`src/rtl/full_adder_if.sv`:
```
// Operand, result and handshake bundle for full_adder; clock and reset stay plain ports.
// master drives operands and controls, slave (the adder) drives the results.
interface full_adder_if #(
  parameter int unsigned WIDTH = 1
);
  logic [WIDTH-1:0] a;
  logic [WIDTH-1:0] b;
  logic             cin;
  logic [WIDTH-1:0] sum;
  logic             cout;
  logic             in_valid;
  logic             serial_en;
  logic             start;
  logic [WIDTH-1:0] sum_q;
  logic             cout_q;
  logic             ovf_q;
  logic             out_valid;

  modport master (
    output a, b, cin, in_valid, serial_en, start,
    input  sum, cout, sum_q, cout_q, ovf_q, out_valid
  );

  modport slave (
    input  a, b, cin, in_valid, serial_en, start,
    output sum, cout, sum_q, cout_q, ovf_q, out_valid
  );
endinterface

```
`src/rtl/full_adder.sv`:
```
// WIDTH-bit adder: zero-latency combinational sum plus a registered, valid-qualified copy
// whose stored carry can chain WIDTH-bit slices of a longer serial addition.
module full_adder #(
  parameter int unsigned WIDTH = 1
) (
  input logic         clk,
  input logic         rst_n,
  full_adder_if.slave bus
);
  localparam int unsigned Msb = WIDTH - 1;

  logic [WIDTH:0]   comb_sum;
  logic [WIDTH:0]   reg_sum;
  logic             c_eff;
  logic             ovf_d;
  logic [WIDTH-1:0] sum_q;
  logic             carry_q;
  logic             ovf_q;
  logic             valid_q;

  assign comb_sum = {1'b0, bus.a} + {1'b0, bus.b} + {{WIDTH{1'b0}}, bus.cin};
  assign bus.sum  = comb_sum[WIDTH-1:0];
  assign bus.cout = comb_sum[WIDTH];

  // Later slices of a serial add take the carry left by the last captured slice.
  always_comb begin
    c_eff   = (bus.serial_en && !bus.start) ? carry_q : bus.cin;
    reg_sum = {1'b0, bus.a} + {1'b0, bus.b} + {{WIDTH{1'b0}}, c_eff};
    ovf_d   = (bus.a[Msb] == bus.b[Msb]) && (reg_sum[Msb] != bus.a[Msb]);
  end

  always_ff @(posedge clk) begin
    if (!rst_n) begin
      sum_q   <= '0;
      carry_q <= 1'b0;
      ovf_q   <= 1'b0;
      valid_q <= 1'b0;
    end else begin
      valid_q <= bus.in_valid;
      if (bus.in_valid) begin
        sum_q   <= reg_sum[WIDTH-1:0];
        carry_q <= reg_sum[WIDTH];
        ovf_q   <= ovf_d;
      end
    end
  end

  assign bus.sum_q     = sum_q;
  assign bus.cout_q    = carry_q;
  assign bus.ovf_q     = ovf_q;
  assign bus.out_valid = valid_q;
endmodule

```
`src/flat_wrapper.sv`:
```
// flat-port wrapper written by rule: the top's interface ports become plain ports
module full_adder_flat 
#(
  parameter int unsigned WIDTH = 1
)
  (clk, rst_n, bus_a, bus_b, bus_cin, bus_in_valid, bus_serial_en, bus_start, bus_sum, bus_cout, bus_sum_q, bus_cout_q, bus_ovf_q, bus_out_valid);
  full_adder_if #(.WIDTH(WIDTH)) bus_i ();
  input logic clk;
  input logic rst_n;
  input wire logic [$bits(bus_i.a)-1:0] bus_a;
  input wire logic [$bits(bus_i.b)-1:0] bus_b;
  input wire logic [$bits(bus_i.cin)-1:0] bus_cin;
  input wire logic [$bits(bus_i.in_valid)-1:0] bus_in_valid;
  input wire logic [$bits(bus_i.serial_en)-1:0] bus_serial_en;
  input wire logic [$bits(bus_i.start)-1:0] bus_start;
  output wire logic [$bits(bus_i.sum)-1:0] bus_sum;
  output wire logic [$bits(bus_i.cout)-1:0] bus_cout;
  output wire logic [$bits(bus_i.sum_q)-1:0] bus_sum_q;
  output wire logic [$bits(bus_i.cout_q)-1:0] bus_cout_q;
  output wire logic [$bits(bus_i.ovf_q)-1:0] bus_ovf_q;
  output wire logic [$bits(bus_i.out_valid)-1:0] bus_out_valid;
  assign bus_i.a = bus_a;
  assign bus_i.b = bus_b;
  assign bus_i.cin = bus_cin;
  assign bus_i.in_valid = bus_in_valid;
  assign bus_i.serial_en = bus_serial_en;
  assign bus_i.start = bus_start;
  assign bus_sum = bus_i.sum;
  assign bus_cout = bus_i.cout;
  assign bus_sum_q = bus_i.sum_q;
  assign bus_cout_q = bus_i.cout_q;
  assign bus_ovf_q = bus_i.ovf_q;
  assign bus_out_valid = bus_i.out_valid;
  full_adder #(.WIDTH(WIDTH)) u_core (.clk(clk), .rst_n(rst_n), .bus(bus_i));
endmodule
```
`config.mk`:
```
export PLATFORM = sky130hd
export DESIGN_NAME = full_adder_flat
export DESIGN_NICKNAME = d
export VERILOG_FILES = /design/src/rtl/full_adder_if.sv /design/src/rtl/full_adder.sv /design/src/flat_wrapper.sv
export SDC_FILE = /design/constraint.sdc
export NUM_CORES = 1
export LEC_CHECK = 0
export CAP_MARGIN = 40
export CELL_PAD_IN_SITES_DETAIL_PLACEMENT = 1
export CELL_PAD_IN_SITES_GLOBAL_PLACEMENT = 1
export CORE_AREA = 8 8 45 47
export DETAILED_ROUTE_END_ITERATION = 10
export DIE_AREA = 0 0 53 55
export PLACE_DENSITY_LB_ADDON = 0.1
export SLEW_MARGIN = 25
export SYNTH_ARGS = -nofsm -noshare
export SYNTH_HDL_FRONTEND = slang
export SYNTH_SLANG_ARGS = --single-unit
```
`constraint.sdc`:
```
create_clock -name clk -period 2.2 [get_ports clk]
set_clock_uncertainty 0.15 [all_clocks]
set_input_delay 0.44 -clock clk [delete_from_list [all_inputs] [get_ports clk]]
set_output_delay 0.44 -clock clk [all_outputs]
set_load 0.05 [all_outputs]
```
==> summary.md, run 1 <==
| Metric | Value |
|---|---|
| CTS tree | built |
| Worst slew margin | 0.667 |
| Slowest cell on the critical path | fa_1 |
| Fin Setup TNS | 0 ns |
| Setup slack at placement | -0.123 ns |
| Vias | 201 |
| DR vias/cell | 3.72 |
| Post-Syn Area per Cell | 11.1 um2 |
| Yosys cell types | 12 |
| Final GP Congestion | 0.628 |
| WL/cell | 13.0 um |
| Detailed placement HPWL | 589 um |
| Flops & latches, synth | 4 |
| WL met1 | around 280 um |
| Setup WS post-layout | 0.130 ns |
| HP Class | reg2reg |
| Clk_lat worst skew | 0.23 ns |
| Synthesized instance count | 20 |
| Fmax | ~0.48 GHz |
| Synth top area share | 0.360 |
| Slew Viols, Final | 0 |
| Maxcap violations | 0 |
| Number of buffers created by CTS | 3 |
| Largest net degree at the start of global routing | 7 |
| Post-Route WL | 704 um |
| Crit-path max FO | 2 |
| Vias in the first global route | 232 |
| Ports | 14 |
| Clock sink count | 4 |
| Root buf cell | clkbuf_4 |
| First-pass DRT Iterations | 2 |
| Starting Density | 0.161 |
| Unrepaired setup endpoints after global routing | false |
| Post-synthesis sequential area ratio | 0.360 |
| Die width | 53 um |
| Critical path data arrival time | 2.06 ns |
| Fin cells | 54 |
| CTS H-tree depth | 1 |
| Pwr dens | around 670 mW/mm2 |
| Placed cells | a little over 50 |
| IO buf count | 13 |
| Worst path required time | 2.19 ns |
| Area grow syn2layout | 87.6% |
| Total GRT Usage | 0.0563 |
| Worst Setup Path Type | in2reg |
| Pleak | roughly 0.21 nW |
| Slew @ Worst Pin | 0.498 ns |
| Post-route ant nets | 0 |
| Period utilization | 0.941 |
| Net Count, Synth | 31 |
| Largest area contributor in the synthesized netlist | dfxtp_1 |
| Top cells by area, synth | dfxtp_1 (36%), fa_1 (18%), o211a_1 (9.0%) |
| Routed wl met3 | 52 um |
| Die ar. | 0.00292 mm2 |
| First-pass GRT wire length | roughly 1100 um |
| Setup crit end kind | flop |
| Die Ht | approximately 55 um |
| Design Power | 278 uW |
| GR Overflow Total | 0 |
| Worst setup SP type | input port |
| Clock tree buffer depth | 2 |
| Cts hold-fix bufs | 0 |
| Mapped Area | 223 um2 |
| Warning count from the yosys run | 0 |
| Share of layout cells above drive strength 1 | 0.237 |
| Std cell rows | 14 |
| Initial DRC Count | 2 |
| Core Region | 0.00138 mm2 |
| Largest stage delay on the critical path | between 0.4 and 0.5 ns |
| Met2 Wirelength | 371 um |
| Layout Nets | 51 |
| Setup violators final | 0 |
| Max Used Layer | met3 |
| Peak supply drop | 0.218 mV |
| Setup bufs post-CTS | 0 |
| Antenna cells | 0 |
| Drt drc | 0 |
| Worst path cell trace | clkdlybuf4s50_1, nand2b_1, mux2i_1, fa_1, xor2_1, o31ai_2 |
| Clock Pin Slew Worst Setup and Hold Paths | 0.04 ns |
| Antenna violations before repair | 0 |
| Minimum clock period | 2.07 ns |
| Final Hold Vio Count | 0 |
| Status | completed |
[sequential cells by signal, summed over array words and instances (netlist names)]
| name | flops |
|---|---|
| u_core.bus.out_valid | 1 |
| u_core.bus.cout_q | 1 |
| u_core.bus.sum_q | 1 |
| u_core.bus.ovf_q | 1 |
[final timing paths]
| path | from | endpoint | slack (ns) | cells past startpoint |
|---|---|---|---|---|
| max | bus_start | u_core.bus.ovf_q$_SDFFE_PN0P_ | 0.13 | 6 |
| min | u_core.bus.sum_q$_SDFFE_PN0P_ | u_core.bus.sum_q$_SDFFE_PN0P_ | 0.32 | 1 |
| max reg2reg | u_core.bus.cout_q$_SDFFE_PN0P_ | u_core.bus.ovf_q$_SDFFE_PN0P_ | 0.62 | 4 |
| min reg2reg | u_core.bus.sum_q$_SDFFE_PN0P_ | u_core.bus.sum_q$_SDFFE_PN0P_ | 0.32 | 1 |
[final cells by class]
class / instances / area (um2)
clock buffers: 3 / 22.5
fillers: 160 / 966
inverters: 3 / 11.3
multi-input cells: 13 / 131
flip-flops and latches: 4 / 80.1
well taps: 16 / 20.0
repair buffers: 15 / 153
[placed cells by master, fill, tap and decap left out]
| master | n |
|---|---|
| xor2_1 | 1 |
| inv_1 | 3 |
| nand2b_1 | 1 |
| buf_4 | 3 |
| clkbuf_4 | 3 |
| nand2_1 | 2 |
| dlygate4sd2_1 | 2 |
| nand2_2 | 1 |
| buf_12 | 1 |
| o211a_1 | 2 |
| clkdlybuf4s50_1 | 8 |
| o31ai_2 | 1 |
| fa_1 | 2 |
| dlymetal6s2s_1 | 1 |
| dfxtp_1 | 4 |
| mux2i_1 | 1 |
| nand3b_1 | 1 |
| ha_1 | 1 |
[power breakdown]
part	switching (mW)	internal (mW)	total, mW
registers	0.00311	0.0786	0.0817
clock network	0.0295	0.0610	0.0905
logic	0.0599	0.0462	0.106
total	0.0926	0.186	0.278
[synthesized netlist by cell type]
cell type,n
dfxtp_1,4
fa_1,2
ha_1,1
inv_1,3
mux2i_1,1
nand2_1,2
nand2_2,1
nand2b_1,1
nand3b_1,1
o211a_1,2
o31ai_2,1
xor2_1,1
[per-layer routing]
metal / track usage / up-vias
li1: - / 101
met1: 0.0442 / 93
met2: 0.0996 / 7
met3: 0.0214 / 0
met4: 0.0647 / 0
met5: 0 / -
[metrics by stage]
| stage | instance area, um2 | util | hold slack (ns) |
|---|---|---|---|
| 6_report | 418 | 0.302 | 0.325 |
| 5_1_grt | 418 | 0.302 | 0.350 |
| 4_1_cts | 415 | 0.300 | 0.329 |
| 3_5_place_dp | 395 | 0.286 | 0.320 |
| 3_3_place_gp | 395 | 0.286 | 0.316 |
| 2_1_floorplan | 223 | - | 0.395 |
[kinds of logic after synthesis]
logic type	synth area share
simple gates	0.124
flops	0.360
compound gates	0.146
buf+inv	0.0506
fa+ha+maj	0.236
xor+xnor	0.0393
mux	0.0449
[what timing repair did]
item	4_1_cts	5_1_grt
resized for setup	2	1
setup endpoints to repair	1	1
pin swaps	1	1
[critical path: cells and delay by family]
kind                     cells  cell delay (ns)
multiplexers                 1             0.21
AO/OA/AOI/OAI                1             0.20
XOR/XNOR                     1             0.18
AND/OR/NAND/NOR              1             0.11
buffers and inverters        1             0.44
adder cells (fa/ha/maj)      1             0.48
Note: power is estimated with default switching activity, not from simulation.
==> run 2, diff against run 1 <==
--- a/config.mk
+++ b/config.mk
@@ -11,6 +11,7 @@
 export CORE_AREA = 8 8 45 47
 export DETAILED_ROUTE_END_ITERATION = 10
 export DIE_AREA = 0 0 53 55
+export GPL_ROUTABILITY_DRIVEN = 0
 export PLACE_DENSITY_LB_ADDON = 0.1
 export SLEW_MARGIN = 25
 export SYNTH_ARGS = -nofsm -noshare
==> results of run 2 <==
Final layout, timing and power as in run 1 (identical DEF).
==> run 3, diff against run 2 <==
--- a/config.mk
+++ b/config.mk
@@ -12,6 +12,7 @@
 export DETAILED_ROUTE_END_ITERATION = 10
 export DIE_AREA = 0 0 53 55
 export GPL_ROUTABILITY_DRIVEN = 0
+export HOLD_SLACK_MARGIN = 0.02
 export PLACE_DENSITY_LB_ADDON = 0.1
 export SLEW_MARGIN = 25
 export SYNTH_ARGS = -nofsm -noshare
==> results of run 3 <==
Final layout, timing and power as in run 1 (identical DEF).
